$ cat config.mk
export PLATFORM = sky130hd
export DESIGN_NAME = our_data_type_one_tx
export DESIGN_NICKNAME = d
export VERILOG_FILES = /design/src/rtl/our_data_type_one_pkg.sv /design/src/rtl/our_data_type_one_tx.sv
export SDC_FILE = /design/constraint.sdc
export NUM_CORES = 1
export LEC_CHECK = 0
export BUFFER_PORTS_ARGS = -buffer_cell sky130_fd_sc_hd__buf_4
export CAP_MARGIN = 0
export CORE_ASPECT_RATIO = 0.8
export CORE_UTILIZATION = 52
export CTS_BUF_LIST = sky130_fd_sc_hd__clkbuf_16
export CTS_CLUSTER_DIAMETER = 80
export DETAILED_ROUTE_END_ITERATION = 8
export GPL_ROUTABILITY_DRIVEN = 0
export PLACE_DENSITY = 0.79
export SYNTH_ARGS = -nofsm -noshare
export SYNTH_HDL_FRONTEND = slang
export SYNTH_SLANG_ARGS = --single-unit
$ cat constraint.sdc
create_clock -name clock -period 2.4 [get_ports clock]
set_input_delay 0.12 -clock clock [delete_from_list [all_inputs] [get_ports clock]]
set_output_delay 0.12 -clock clock [all_outputs]
set_load 0.02 [all_outputs]
$ cat src/rtl/our_data_type_one_pkg.sv
// Shared definitions for the type-ONE packet transmitter and receiver.
// This package holds the FSM state encoding, the default packet geometry and
// the total packet length.
package our_data_type_one_pkg;

   // Packet sequencing states, shared by the transmitter and the receiver
   typedef enum logic [1:0] {
      ST_IDLE    = 2'd0,
      ST_HEADER  = 2'd1,
      ST_PAYLOAD = 2'd2,
      ST_DONE    = 2'd3
   } state_t;

   // Default geometry: header bytes and 16-bit payload words per packet
   localparam int HDR_LEN_DEF   = 124;
   localparam int PAY_WORDS_DEF = 200;

   // Total bytes on the wire for a packet with the given geometry
   function automatic int pkt_len(input int hdr_len, input int pay_words);
      return hdr_len + 2 * pay_words;
   endfunction

   localparam int PKT_LEN_DEF = pkt_len(HDR_LEN_DEF, PAY_WORDS_DEF);

endpackage

$ cat src/rtl/our_data_type_one_tx.sv
// Type-ONE packet transmitter: streams HDR_LEN header bytes read from an
// async-read RAM, then PAY_WORDS 16-bit words from a show-ahead FIFO (high
// byte first), over a valid/ready byte interface with registered outputs.
// Optional macro OUR_TX_PKT_CNT_EN adds a 16-bit completed-packet counter.
//
// The FSM state tracks what is being *loaded* into the output register; the
// register itself drains one cycle later, so the last header byte and the
// first payload byte overlap without a bubble. After the final low byte is
// loaded the machine waits in PAYLOAD for it to be taken before pulsing done.
// hdr_addr is 7 bits wide, so HDR_LEN must not exceed 128.
module our_data_type_one_tx
   import our_data_type_one_pkg::*;
#(
   parameter int HDR_LEN   = HDR_LEN_DEF,
   parameter int PAY_WORDS = PAY_WORDS_DEF
) (
   input  logic        clock,
   input  logic        aclr_n,
   input  logic        sclr,
   input  logic        start,
   output logic [6:0]  hdr_addr,
   input  logic [7:0]  hdr_byte,
   input  logic [15:0] fifo_q,
   input  logic        fifo_empty,
   output logic        fifo_rdreq,
   output logic [7:0]  tx_data,
   output logic        tx_valid,
   input  logic        tx_ready,
   output logic        busy,
   output logic        done
`ifdef OUR_TX_PKT_CNT_EN
   ,
   output logic [15:0] pkt_cnt
`endif
);

   localparam int WCW = (PAY_WORDS > 1) ? $clog2(PAY_WORDS) : 1;
   localparam logic [6:0]     HDR_LAST = 7'(HDR_LEN - 1);
   localparam logic [WCW-1:0] WRD_LAST = WCW'(PAY_WORDS - 1);

   state_t         state_reg;
   logic [6:0]     hdr_addr_reg;
   logic [WCW-1:0] word_cnt_reg;
   logic           lo_phase_reg;     // high byte of current word already loaded
   logic           last_loaded_reg;  // final payload byte sits in tx_data
   logic [7:0]     tx_data_reg;
   logic           tx_valid_reg;
   logic           busy_reg;
   logic           done_reg;

   logic           can_load;
   logic           pop;

   // Output register may take a new byte when empty or being transferred now
   assign can_load = !tx_valid_reg || tx_ready;

   // Pop the FIFO head in the same cycle its low byte is loaded
   assign pop = (state_reg == ST_PAYLOAD) && lo_phase_reg && !last_loaded_reg &&
                can_load && !fifo_empty && !sclr;

   assign hdr_addr   = hdr_addr_reg;
   assign fifo_rdreq = pop;
   assign tx_data    = tx_data_reg;
   assign tx_valid   = tx_valid_reg;
   assign busy       = busy_reg;
   assign done       = done_reg;

   // Packet sequencer and byte serializer
   always_ff @(posedge clock or negedge aclr_n) begin
      if (!aclr_n) begin
         state_reg       <= ST_IDLE;
         hdr_addr_reg    <= '0;
         word_cnt_reg    <= '0;
         lo_phase_reg    <= 1'b0;
         last_loaded_reg <= 1'b0;
         tx_data_reg     <= '0;
         tx_valid_reg    <= 1'b0;
         busy_reg        <= 1'b0;
         done_reg        <= 1'b0;
      end else if (sclr) begin
         state_reg       <= ST_IDLE;
         hdr_addr_reg    <= '0;
         word_cnt_reg    <= '0;
         lo_phase_reg    <= 1'b0;
         last_loaded_reg <= 1'b0;
         tx_data_reg     <= '0;
         tx_valid_reg    <= 1'b0;
         busy_reg        <= 1'b0;
         done_reg        <= 1'b0;
      end else begin
         case (state_reg)
            ST_IDLE: begin
               if (start) begin
                  state_reg       <= ST_HEADER;
                  busy_reg        <= 1'b1;
                  hdr_addr_reg    <= '0;
                  word_cnt_reg    <= '0;
                  lo_phase_reg    <= 1'b0;
                  last_loaded_reg <= 1'b0;
               end
            end

            ST_HEADER: begin
               if (can_load) begin
                  tx_data_reg  <= hdr_byte;
                  tx_valid_reg <= 1'b1;
                  if (hdr_addr_reg == HDR_LAST) begin
                     hdr_addr_reg <= '0;
                     state_reg    <= ST_PAYLOAD;
                  end else begin
                     hdr_addr_reg <= hdr_addr_reg + 7'd1;
                  end
               end
            end

            ST_PAYLOAD: begin
               if (last_loaded_reg) begin
                  if (tx_ready) begin
                     tx_valid_reg <= 1'b0;
                     done_reg     <= 1'b1;
                     state_reg    <= ST_DONE;
                  end
               end else if (can_load) begin
                  if (lo_phase_reg && !fifo_empty) begin
                     tx_data_reg  <= fifo_q[7:0];
                     tx_valid_reg <= 1'b1;
                     lo_phase_reg <= 1'b0;
                     if (word_cnt_reg == WRD_LAST)
                        last_loaded_reg <= 1'b1;
                     else
                        word_cnt_reg <= word_cnt_reg + WCW'(1);
                  end else if (!lo_phase_reg && !fifo_empty) begin
                     tx_data_reg  <= fifo_q[15:8];
                     tx_valid_reg <= 1'b1;
                     lo_phase_reg <= 1'b1;
                  end else begin
                     // FIFO starved: drop valid and wait, nothing is padded
                     tx_valid_reg <= 1'b0;
                  end
               end
            end

            ST_DONE: begin
               done_reg  <= 1'b0;
               busy_reg  <= 1'b0;
               state_reg <= ST_IDLE;
            end

            default: state_reg <= ST_IDLE;
         endcase
      end
   end

`ifdef OUR_TX_PKT_CNT_EN
   logic [15:0] pkt_cnt_reg;

   // Count completed packets; wraps naturally at 16 bits
   always_ff @(posedge clock or negedge aclr_n) begin
      if (!aclr_n)
         pkt_cnt_reg <= '0;
      else if (sclr)
         pkt_cnt_reg <= '0;
      else if (state_reg == ST_DONE)
         pkt_cnt_reg <= pkt_cnt_reg + 16'd1;
   end

   assign pkt_cnt = pkt_cnt_reg;
`endif

endmodule
==> impl_metrics.tcl <==
set metrics [dict create \
    ctsResizeCount 0 \
    hold_viol 0 \
    slew_headroom_pct 65.8 \
    synthFlopType "dfrtp_1" \
    startpoint_type "flip-flop" \
    path_max_fanout 8 \
    synth-xor-area-share_pct 0 \
    wl_um 4250 \
    clkTransAtPathRegs_ns 0.05 \
    netlist.area_leader.share_pct 40.2 \
    drive_gt1_share_pct 31.3 \
    dieWidth_um 69.0 \
    synth_top_family_by_area "compound AO/OA/AOI/OAI gates" \
    pwr_density_cell_nw_per_um2 900 \
    synth.area.mux_share_pct 10.8 \
    synth_compound_area_share_pct 23.3 \
    io_buffers 48 \
    synth_simple_gate_area_share_pct 18.9 \
    overflow 0 \
    design.die.area_um2 3830 \
    ys_warn_count 0 \
    cp.arrival_ns 2.19 \
    finalSetupViolations 0 \
    instances_no_fill 288 \
    num_vias 1666 \
    synthTopCellsByArea "dfrtp_1 (40%), mux2_2 (5.4%), mux2i_1 (5.4%), ha_1 (4.7%), a211oi_1 (3.6%)" \
    fin_skew_ns 0.00491 \
    cts_buffer_depth 2 \
    cp-end-kind "flip-flop" \
    mostFrequentLayoutCells "buf_4 (52), dfrtp_1 (30), nand2_1 (17), nor2_1 (15), o21ai_0 (12)" \
    clock-root-buffer "clkbuf_16" \
    synth_cells 191 \
    setup_tns_ns 0 \
    slew_violations 0 \
    fill_cells 278 \
    synth_seq_cells 30 \
    clock-sinks 30 \
    fin_nets 282 \
    dp.cells 279 \
    max_freq_mhz 490 \
    cts_tree "built" \
    n_antenna_cell 0 \
    rows 19 \
    die_h_um 55.6 \
    firstDrtPassIters 4 \
    drv_cap 0 \
    routed_via_density 5.78 \
    area_growth_pct 30.4 \
    syn_area_um2 1870 \
    cts-htree-levels 2 \
    coreArea_um2 3420 \
    pin_count 49 \
    critical_path_class "flip-flop to flip-flop" \
    cellLeakagePower_nw 1.18 \
    vdd_drop_max_v 0.000718 \
    async_flop_share_pct 100 \
    numCtsBuffers 5 \
    drt_iter0_markers 170 \
    synth_top_cell_by_area "dfrtp_1" \
    track_usage_pct 24.5 \
    slowest_delay_ns 0.50 \
    wire_per_inst_um 14.8 \
    antenna_found_initial 0 \
    insertion_delay_ns 0.28 \
    grt_first_pass_wirelength_um 6860 \
    final_core_util_pct 71.1 \
    synth-adder-area-share_pct 4.69 \
    grt_max_degree 31 \
    cp_slowest_cell "a2111oi_4" \
    fin_crit_ns 2.04 \
    dp_hpwl_um 3070 \
    cp.required_ns 2.56 \
    postCtsSetupRepairBufs 0 \
    worstMarginPinSlew_ns 0.508 \
    synth-edff-count 0 \
    initial_core_util_pct 54.5 \
    rsz0062_at_grt "no" \
    grt_pass1_vias 1497 \
    run_status "complete, no violations" \
    ys_types 45 \
    syn-mean-instance-area_um2 9.77 \
    seq_area_frac_synth_pct 40.2 \
    hp-class "input pin to flip-flop" \
    final_common_cell "buf_4" \
    p_total_mw 2.19 \
    drc 0 \
    crit_chain "ha_1, and4bb_2, a2111oi_4, a41oi_1, a211o_1" \
    finalCritPeriodShare_pct 85.0 \
    drtAntennaViolNets 0 \
    synth_nets 228 \
]
## layout make-up
class | count | area [um^2] | area share [%]
Clock buffer | 5 | 125 | 5.14
Clock inverter | 3 | 12.5 | 0.514
Inverter | 4 | 15.0 | 0.617
Multi-Input combinational cell | 151 | 1080 | 44.2
Sequential cell | 30 | 751 | 30.9
Tap cell | 42 | 52.6 | 2.16
Timing Repair Buffer | 53 | 400 | 16.5
## layer usage
layer  part of all wire (%)  vias up  routed length, um  GRT usage (%)
met2                     44       59               1870           33.0
met1                     47      771               2000           34.3
met3                    6.9        7                295           8.40
li1                       -      829                  -              -
met4                    2.0        0                 85           12.5
met5                      0        -                  0              0
## worst paths after layout
kind / slack [ns] / cells after the start / from / end
worst max-delay path: 0.36 / 5 / word_cnt_reg[0] / word_cnt_reg[6]
worst min-delay path: 0.12 / 3 / start / busy
worst max register to register: 0.36 / 5 / word_cnt_reg[0] / word_cnt_reg[6]
worst min register to register: 0.49 / 1 / lo_phase_reg / lo_phase_reg
max in group asynchronous: 1.80 / 2 / aclr_n / word_cnt_reg[4]
min in group asynchronous: 0.32 / 2 / aclr_n / busy
## critical path, delay by kind of cell (launching register included)
kind / cells / cell delay, ns
compound gates: 3 / 0.98
simple gates: 1 / 0.28
fa+ha+maj: 1 / 0.25
flops: 1 / 0.41
## Yosys cell counts, drive strengths merged (3+ instances only)
| library cell | number |
|---|---|
| a21oi | 8 |
| nand2 | 17 |
| nand2b | 7 |
| o31ai | 3 |
| inv | 4 |
| or3 | 4 |
| nor2b | 5 |
| and3 | 3 |
| a31oi | 6 |
| clkbuf | 4 |
| nor2 | 15 |
| mux2i | 10 |
| mux2 | 9 |
| o21ai | 12 |
| ha | 7 |
| dfrtp | 30 |
| a211oi | 9 |
| nand3 | 6 |
## power breakdown
part | switching (mW) | internal [mW]
sequential | 0.0765 | 0.608
clock | 0.223 | 0.374
combinational | 0.508 | 0.400
## what timing repair did
action | 4_1_cts | 5_1_grt
endpoints found under the hold margin | 30 | 0
setup endpoints to repair | 0 | 0
hold buffers | 1 | 0
## per-stage QoR
stage	area [um^2]	hold WS (ns)	setup WS [ns]
after floorplan	1870	-0.176	0.540
final	2430	0.117	0.361
after global routing	2430	0.132	0.188
after global placement	2280	0.0678	0.433
after CTS	2430	0.117	0.372
after detailed placement	2280	0.0732	0.392
## cells by family (layout without fill, tap and decap cells)
logic type,after synthesis,count (layout)
flops,30,30
mux,19,19
buf+inv,10,65
simple gates,67,67
fa+ha+maj,7,7
compound gates,58,58
(Power assumes the default switching activity.)
